**src/rtl/delay_timer_arb_pkg.sv**
```systemverilog
// delay_timer_arb_pkg
//   Shared definitions for the four-channel delay timer arbiter:
//   channel count, channel index width, FSM state encoding and the
//   channel arbitration helpers used by delay_timer_arb.
//   Configuration macro: DELAY_TIMER_ARB_PRIO_EN (see delay_timer_arb.sv).
package delay_timer_arb_pkg;

    localparam int NUM_CH = 4;
    localparam int CH_W   = 2;

    typedef enum logic [1:0] {
        IDLE = 2'd0,
        RUN  = 2'd1,
        DONE = 2'd2
    } state_t;

    // Round-robin pick: search last+1, last+2, ... last+NUM_CH (mod NUM_CH).
    // The loop runs from the farthest offset down so the nearest requester
    // after last is the one that sticks. Offset NUM_CH wraps to last itself,
    // which is therefore the lowest-priority candidate.
    function automatic logic [CH_W-1:0] rr_pick(input logic [NUM_CH-1:0] req,
                                                input logic [CH_W-1:0]   last);
        logic [CH_W-1:0] idx;
        logic [CH_W-1:0] pick;
        pick = last;
        for (int i = NUM_CH; i >= 1; i--) begin
            idx = last + CH_W'(i);
            if (req[idx]) begin
                pick = idx;
            end
        end
        return pick;
    endfunction

    // Fixed priority pick: channel 0 highest, channel NUM_CH-1 lowest.
    function automatic logic [CH_W-1:0] prio_pick(input logic [NUM_CH-1:0] req);
        logic [CH_W-1:0] pick;
        pick = '0;
        for (int i = NUM_CH - 1; i >= 0; i--) begin
            if (req[i]) begin
                pick = CH_W'(i);
            end
        end
        return pick;
    endfunction

    function automatic logic [NUM_CH-1:0] ch_onehot(input logic [CH_W-1:0] ch);
        return NUM_CH'(1) << ch;
    endfunction

endpackage

```
**src/rtl/delay_timer_arb_tick_prescaler.sv**
```systemverilog
// tick_prescaler
//   Divides clk_in by PRESCALE into a one-cycle tick. Implemented as a
//   down-counter that reloads PRESCALE-1 at terminal count (zero). A
//   synchronous clear reloads the counter so the first tick lands exactly
//   PRESCALE cycles after the clear cycle.
//   Ports:
//     clk_in   - system clock
//     rst_n_in - asynchronous active-low reset (counter forced to 0)
//     clr_in   - synchronous clear / restart of the tick period
//     tick_out - high for one cycle every PRESCALE cycles
module tick_prescaler #(
    parameter int PRESCALE = 12
) (
    input  logic clk_in,
    input  logic rst_n_in,
    input  logic clr_in,
    output logic tick_out
);

    localparam int CW = (PRESCALE > 1) ? $clog2(PRESCALE) : 1;
    localparam logic [CW-1:0] RELOAD = CW'(PRESCALE - 1);

    logic [CW-1:0] pre_cnt;

    always_ff @(posedge clk_in or negedge rst_n_in) begin
        if (!rst_n_in) begin
            pre_cnt <= '0;
        end else if (clr_in || (pre_cnt == '0)) begin
            pre_cnt <= RELOAD;
        end else begin
            pre_cnt <= pre_cnt - CW'(1);
        end
    end

    assign tick_out = (pre_cnt == '0);

endmodule

```
**src/rtl/delay_timer_arb.sv**
```systemverilog
// delay_timer_arb
//   Four-channel delay timer. Requesting channels are arbitrated in IDLE;
//   the winner is acknowledged, its length is latched into a down-counter
//   decremented once per prescaler tick, and a done pulse is returned to
//   that channel when the count expires. The active channel may cancel.
//   Ports:
//     clk_in      - system clock
//     rst_n_in    - asynchronous active-low reset
//     req_in      - per-channel request level, held until ack
//     len_in      - channel n delay in ticks at [n*LEN_W +: LEN_W]
//     cancel_in   - per-channel abort; only the active channel is honoured
//     ack_out     - one-cycle grant pulse
//     done_out    - one-cycle expiry pulse
//     busy_out    - high while a delay is in progress
//     cur_ch_out  - active or last-granted channel
//   Configuration macro:
//     DELAY_TIMER_ARB_PRIO_EN - fixed priority (ch0 highest) instead of
//                               round-robin arbitration.
//
//   state | meaning
//   ------+-----------------------------------------------------------
//   IDLE  | waiting for a request; grants and latches length on entry
//   RUN   | counting ticks down; cancel from active channel aborts
//   DONE  | counter expired; pulse done_out, return to IDLE
module delay_timer_arb
    import delay_timer_arb_pkg::*;
#(
    parameter int PRESCALE = 12,
    parameter int LEN_W    = 16
) (
    input  logic                     clk_in,
    input  logic                     rst_n_in,
    input  logic [NUM_CH-1:0]        req_in,
    input  logic [NUM_CH*LEN_W-1:0]  len_in,
    input  logic [NUM_CH-1:0]        cancel_in,
    output logic [NUM_CH-1:0]        ack_out,
    output logic [NUM_CH-1:0]        done_out,
    output logic                     busy_out,
    output logic [CH_W-1:0]          cur_ch_out
);

    state_t           state;
    logic [LEN_W-1:0] cnt;
    logic [CH_W-1:0]  grant_ch;
    logic [LEN_W-1:0] grant_len;
    logic [LEN_W-1:0] len_arr [NUM_CH];
    logic             grant;
    logic             tick;
    logic             cancel_hit;

    for (genvar g = 0; g < NUM_CH; g++) begin : g_len
        assign len_arr[g] = len_in[g*LEN_W +: LEN_W];
    end

`ifdef DELAY_TIMER_ARB_PRIO_EN
    assign grant_ch = prio_pick(req_in);
`else
    logic [CH_W-1:0] last_grant;
    assign grant_ch = rr_pick(req_in, last_grant);
`endif

    assign grant      = (state == IDLE) && (|req_in);
    assign grant_len  = len_arr[grant_ch];
    assign cancel_hit = cancel_in[cur_ch_out];

    // Clearing in the grant cycle aligns ticks to PRESCALE, 2*PRESCALE, ...
    tick_prescaler #(
        .PRESCALE (PRESCALE)
    ) u_tick_prescaler (
        .clk_in   (clk_in),
        .rst_n_in (rst_n_in),
        .clr_in   (grant),
        .tick_out (tick)
    );

`ifndef DELAY_TIMER_ARB_PRIO_EN
    // Reset value NUM_CH-1 makes channel 0 the first round-robin candidate.
    always_ff @(posedge clk_in or negedge rst_n_in) begin
        if (!rst_n_in) begin
            last_grant <= CH_W'(NUM_CH - 1);
        end else if (grant) begin
            last_grant <= grant_ch;
        end
    end
`endif

    // busy_out reflects the state of the cycle just completed, so it rises
    // the cycle after ack and stays high through the done pulse.
    always_ff @(posedge clk_in or negedge rst_n_in) begin
        if (!rst_n_in) begin
            state      <= IDLE;
            cnt        <= '0;
            ack_out    <= '0;
            done_out   <= '0;
            busy_out   <= 1'b0;
            cur_ch_out <= '0;
        end else begin
            ack_out  <= '0;
            done_out <= '0;
            busy_out <= (state != IDLE);
            case (state)
                IDLE: begin
                    if (grant) begin
                        ack_out    <= ch_onehot(grant_ch);
                        cur_ch_out <= grant_ch;
                        cnt        <= grant_len;
                        state      <= (grant_len == '0) ? DONE : RUN;
                    end
                end
                RUN: begin
                    // Cancel takes precedence over a coincident final tick.
                    if (cancel_hit) begin
                        state <= IDLE;
                    end else if (tick) begin
                        cnt <= cnt - LEN_W'(1);
                        if (cnt == LEN_W'(1)) begin
                            state <= DONE;
                        end
                    end
                end
                DONE: begin
                    done_out <= ch_onehot(cur_ch_out);
                    state    <= IDLE;
                end
                default: begin
                    state <= IDLE;
                end
            endcase
        end
    end

endmodule

```
**config.mk**
```make
export PLATFORM = sky130hd
export DESIGN_NAME = delay_timer_arb
export DESIGN_NICKNAME = d
export VERILOG_FILES = /design/src/rtl/delay_timer_arb_pkg.sv /design/src/rtl/delay_timer_arb_tick_prescaler.sv /design/src/rtl/delay_timer_arb.sv
export SDC_FILE = /design/constraint.sdc
export NUM_CORES = 1
export LEC_CHECK = 0
export CORE_MARGIN = 3
export CORE_UTILIZATION = 51
export CTS_BUF_LIST = sky130_fd_sc_hd__clkbuf_4 sky130_fd_sc_hd__clkbuf_8 sky130_fd_sc_hd__clkbuf_16
export CTS_CLUSTER_SIZE = 10
export DETAILED_ROUTE_END_ITERATION = 7
export GPL_ROUTABILITY_DRIVEN = 0
export MAX_ROUTING_LAYER = met4
export PLACE_DENSITY = 0.87
export SLEW_MARGIN = 25
export SYNTH_ARGS = -nofsm -noshare
export SYNTH_HDL_FRONTEND = slang
export SYNTH_SLANG_ARGS = --single-unit
```
**constraint.sdc**
```tcl
create_clock -name clk_in -period 4.4 [get_ports clk_in]
set_input_delay 0.44 -clock clk_in [delete_from_list [all_inputs] [get_ports clk_in]]
set_output_delay 0.44 -clock clk_in [all_outputs]
set_load 0.02 [all_outputs]
```
==> impl_metrics.ini, run 1 <==
[run_status]
status = completed

[grt]
globalRouteMet2Util_pct = 45.9
grt_pass1_vias = 2676
grt_pass1_wl_microns = 12400
use_met3_pct = 4.24
use_met1_pct = 30.3
busiest_layer = met2
antenna_found_initial = 0
track_usage_pct = 26.2
grt_max_degree = 36
grt.overflow.total = 0

[setup_path]
worstSetupPathType = primary input to flop
cp_max_fo = 17
critPathCaptureType = flop
r2r_setup_slack_ns = 1.70
critPathArrivalTime_ns = 2.89
r2r_cells = 9
r2r_start = cnt[0]
startpoint_type = primary input
critPathRequiredTime_ns = 4.57
cp-startpoint = req_in[3]
r2r_end = cnt[14]

[clock_tree]
post_cts_buffers = 0
cts-resized-gates = 0
clk_pin_slew_ns = 0.07
clk_latency_ns = 0.29
clkSinkCount = 35
cts_buffers = 5
clockBufferDepth = 2
h-tree-depth = 2
cts_root_buffer = clkbuf_8
cts_hold_buf = 0
cts_tree = yes

[routing]
dr.pass1.iters = 4
vias = 2741
drt_wl_total_microns = 7550
drtAntennaViolNets = 0
drt_first_iter_violations = 217
drc_errors = 0
vias_per_cell = 5.91
post_drt_wl_per_cell_microns = 16.3

[logic_synthesis]
syn_avg_cell_area_sq_um = 8.37
yosys_warnings = 0
ys_seq_elements = 35
synthFlopType = dfrtp_1
ys_top_cells_by_count = 34 x mux2i_1, 34 x nor2_1, 33 x dfrtp_1
ys_seq_area_share_pct = 33.2
synth_cell_types = 50
synth_edf_count = 0
synth_area_leader_cell = dfrtp_1
netlist_area_sq_um = 2650
postSynth.asyncResetShare_pct = 100
syn-instance-count = 316
synth_area_leaders = dfrtp_1 31%, mux2i_1 13%, o21ai_0 6.1%
synth_nets = 393
synth_top_area_share_pct = 31.2

[layout]
fin_nets = 473
design_area_sq_um = 3610
fillerInstances = 395
area_growth_pct = 36.3
multi_input_area_sq_um = 1670
num_antenna_cells = 0
final_layout_size_suffix_gt1_share_pct = 7.56
seqCellArea_sq_um = 878

[timing]
worstMarginPinSlew_ns = 0.994
setup_violations = 0
tns_ns = 0
min_period_over_period_pct = 61.8
hold_viol_final = 0
rsz0062_at_grt = no
fmax_mhz = 368
finalClockSkew_ns = 0.00684
period_needed_ns = 2.72
slew_headroom_pct = 33.7
slew_viol_final = 0

[place]
place_area_sq_um = 3520
portBuffers = 84
hpwl_microns = 5850

[worst_hold_path]
holdPathEnd = u_tick_prescaler.pre_cnt[0]
hp-class = flop to flop
holdCritStartpoint = u_tick_prescaler.pre_cnt[0]
hold_depth = 1

[die]
die_h_microns = 78.0
io_pins = 85
die-area_sq_um = 6090
die_w_microns = 78.0
rows = 25
initial_core_util_pct = 54.2
core_sq_um = 4880

[power]
ir_drop_uv = 289
leakage_nw = 1.46
pwr_density_cell_nw_per_um2 = 552

[run]
drv_cap = 0
-- registers in the layout, indices dropped and copies added, names as in the netlist --
register,count
cnt,16
ack_out,4
done_out,4
u_tick_prescaler.pre_cnt,4
cur_ch_out,2
last_grant,2
state,2
busy_out,1
-- where the power goes --
| group | internal [mW] | switching [mW] | total [mW] |
|---|---|---|---|
| registers | 0.451 | 0.140 | 0.591 |
| logic | 0.497 | 0.670 | 1.17 |
| clock network | 0.110 | 0.121 | 0.231 |
| total | 1.06 | 0.932 | 1.99 |
-- per-layer routing --
metal | share of wire [%] | wire length, microns
met3 | 5.7 | 432
met4 | 2.4 | 183
met2 | 51 | 3880
met5 | 0 | 0
met1 | 40 | 3050
-- per-stage QoR --
step | instances | worst slack, ns | util, % | total power, mW | hold WS, ns
2_1_floorplan | 316 | 2.39 | - | 1.44 | 0.144
3_3_place_gp | 456 | 1.50 | 72.1 | 1.71 | 0.472
3_5_place_dp | 456 | 1.43 | 72.1 | 1.74 | 0.496
4_1_cts | 464 | 1.71 | 73.9 | 1.98 | 0.506
5_1_grt | 464 | 1.52 | 73.9 | 2.14 | 0.525
6_report | 464 | 1.68 | 73.9 | 1.99 | 0.501
-- worst max path at each step --
stage / end / slack [ns]
2_1_floorplan: cnt[14] / 2.39
3_3_place_gp: state[0] / 1.50
3_5_place_dp: state[0] / 1.43
4_1_cts: cnt[4] / 1.71
5_1_grt: cnt[14] / 1.52
6_report: cnt[4] / 1.68
-- cell type report --
type,count,area share (%)
tap,67,2.32
inverter,8,0.833
sequential,35,24.4
timing repair buffer,86,23.7
clock buffer,5,1.91
multi-input combinational,260,46.3
clock inverter,3,0.555
-- worst max-delay path, stage by stage --
cell and delay (ns):
clkdlybuf4s50_1 0.51, nor2b_2 0.23, a21o_1 0.19, a221oi_4 0.75, a21oi_1 0.14, or2_1 0.28, a22oi_1 0.23, o21ai_0 0.11
-- placed cells by master, fill, tap and decap left out, drive strengths merged, types with 3 or more instances in the layout --
cell type	instances
ha	3
inv	8
dfrtp	33
nand3	21
nor4	13
nor3b	3
nor3	11
a21oi	29
nor4b	3
nand2b	7
or2	4
a21o	3
clkbuf	5
mux2i	34
o21ai	35
nand2	27
a22oi	3
nor2	35
clkdlybuf4s50	84
a32oi	3
-- logic make-up after synthesis --
logic type | share of synthesized area (%)
AOI/OAI and AO/OA | 21.0
adders and majority gates | 1.42
buffers and inverters | 3.74
DFF | 33.2
muxes | 14.6
and+or+nand+nor | 26.1
Power figures use the tool's default switching activity.
==> inputs of run 2 (changes only) <==
- CORE_UTILIZATION: 51 -> 47
- PLACE_DENSITY: 0.87 -> 0.81
- clock period: 4.4 -> 2.6 ns (I/O delays scaled with it)
==> run 2 against run 1 <==
  * First-iteration DRC count fell by 34%
  * Register-to-register slack got worse by 1.5 ns
  * Clock-buffer cell count rose by 1
  * Sequential cell count did not move
  * Final area rose by 3.7%
  * Via count rose by 3.0%
  * Wire length rose by 3.2%
  * Final cell count rose by 3.0%
  * Clock power rose to 2.5 times the previous value
  * Clock skew barely moved
  * Critical path type is now flop to flop
==> impl_metrics.ini, run 2 (synthesis gave the netlist of run 1 again) <==
[run_status]
status = completed

[die]
die-area_sq_um = 6570
die_w_microns = 81.0
rows = 26
initial_core_util_pct = 50.2
io_pins = 85
die_h_microns = 81.0
core_sq_um = 5270

[power]
power.internal_mw = 2.08
p_sw_share_pct = 43.5
pwr_density_cell_nw_per_um2 = 985
power_switching_mw = 1.60
pwr-share-comb_pct = 57.0
ir_drop_uv = 578
p_seq_share_pct = 27.1
leakage_nw = 1.54
p_clk_share_pct = 15.9
power.total_mw = 3.68

[clock_tree]
cts_root_buffer = clkbuf_8
clockBufferDepth = 2
clk_pin_slew_ns = 0.07
cts-resized-gates = 0
h-tree-depth = 2
cts_hold_buf = 0
cts_tree = yes
clk_latency_ns = 0.29
post_cts_buffers = 0
cts_buffers = 5
clkSinkCount = 35

[run]
drv_cap = 0

[grt]
busiest_layer = met2
antenna_found_initial = 0
grt_pass1_wl_microns = 12900
globalRouteMet2Util_pct = 45.2
use_met1_pct = 29.9
grt_pass1_vias = 2797
track_usage_pct = 25.9
grt.overflow.total = 0
grt_max_degree = 36
use_met3_pct = 4.32

[place]
portBuffers = 84
hpwl_microns = 6110

[timing]
tns_ns = 0
rsz0062_at_grt = no
slew_headroom_pct = 56.9
slew_viol_final = 0
fmax_mhz = 421
min_period_over_period_pct = 91.3
worstMarginPinSlew_ns = 0.641
setup_violations = 0
hold_viol_final = 0
period_needed_ns = 2.37
finalClockSkew_ns = 0.00681

[setup_path]
worstSetupPathType = flop to flop
cp_max_fo = 5
crit_family = simple AND/OR/NAND/NOR gates
startpoint_type = flop
path_cells = inv_1 > ha_1 > nor3b_1 > nor3b_1 > nand2_1 > nor2_1 > nand3_1 > o31ai_1 > a21oi_1
critPathArrivalTime_ns = 2.52
critPathRequiredTime_ns = 2.75
critPathCaptureType = flop
cp_slowest_stage_delay_ns = 0.44
critPathSlowestCell = dfrtp_1
crit_top_cell = nor3b_1
worst-path-buf-inv = 1

[routing]
dr.pass1.iters = 4
drc_errors = 0
drt_first_iter_violations = 144
post_drt_wl_per_cell_microns = 16.3
drtAntennaViolNets = 0
vias = 2823
drt_wl_total_microns = 7790
vias_per_cell = 5.91

[layout]
fillerInstances = 442
layout_commonest_cell = clkdlybuf4s50_1
fin_nets = 484
num_antenna_cells = 0
seqCellArea_sq_um = 878
final_layout_size_suffix_gt1_share_pct = 10.0
largest_reg_flops = 16
regMostFlops = cnt
layout_common_cells = 84 x clkdlybuf4s50_1, 34 x nor2_1, 34 x mux2i_1, 33 x dfrtp_1, 32 x o21ai_0
multi_input_area_sq_um = 1670
area_growth_pct = 41.3

[worst_hold_path]
hp-class = primary input to async pin
run 2: final cells by class:
class | count | area share, %
tap | 70 | 2.34
clock buffer | 6 | 2.04
clock inverter | 2 | 1.61
sequential | 35 | 23.5
multi-input combinational | 260 | 44.6
timing repair buffer | 97 | 25.1
inverter | 8 | 0.803
run 2: through the flow:
step	hold WS, ns	setup slack, ns	utilization, %	instances	instance area, sq um
after global placement	0.476	0.148	68.4	470	3600
after floorplan	-0.0356	0.592	-	316	2650
after CTS	0.402	0.269	71.0	478	3740
after detailed placement	0.492	0.102	68.4	470	3600
after global routing	0.424	0.0226	71.0	478	3740
final	0.393	0.226	71.0	478	3740
run 2: power by group through the flow:
stage	clock network (mW)	registers, mW	logic [mW]
floorplan	0	0.975	1.46
global placement	0	0.988	2.03
detailed placement	0	1.00	2.08
CTS	0.595	0.994	2.09
global route	0.624	1.03	2.32
finish	0.587	0.998	2.10
run 2: routing by layer:
metal | wire length, microns | up-vias
met2 | 4020 | 108
li1 | - | 1354
met5 | 0 | -
met4 | 248 | 0
met1 | 3030 | 1335
met3 | 498 | 26
run 2: path summary, 6_finish.rpt:
kind | start | to | slack (ns) | cells after the start
hold / removal | rst_n_in | ack_out[3] | 0.39 | 2
min in group clk_in | u_tick_prescaler.pre_cnt[0] | u_tick_prescaler.pre_cnt[0] | 0.50 | 1
hold reg to reg | u_tick_prescaler.pre_cnt[0] | u_tick_prescaler.pre_cnt[0] | 0.50 | 1
setup reg to reg | cnt[0] | cnt[14] | 0.23 | 9
setup / recovery | cnt[0] | cnt[14] | 0.23 | 9
max in group asynchronous | rst_n_in | last_grant[1] | 1.87 | 2
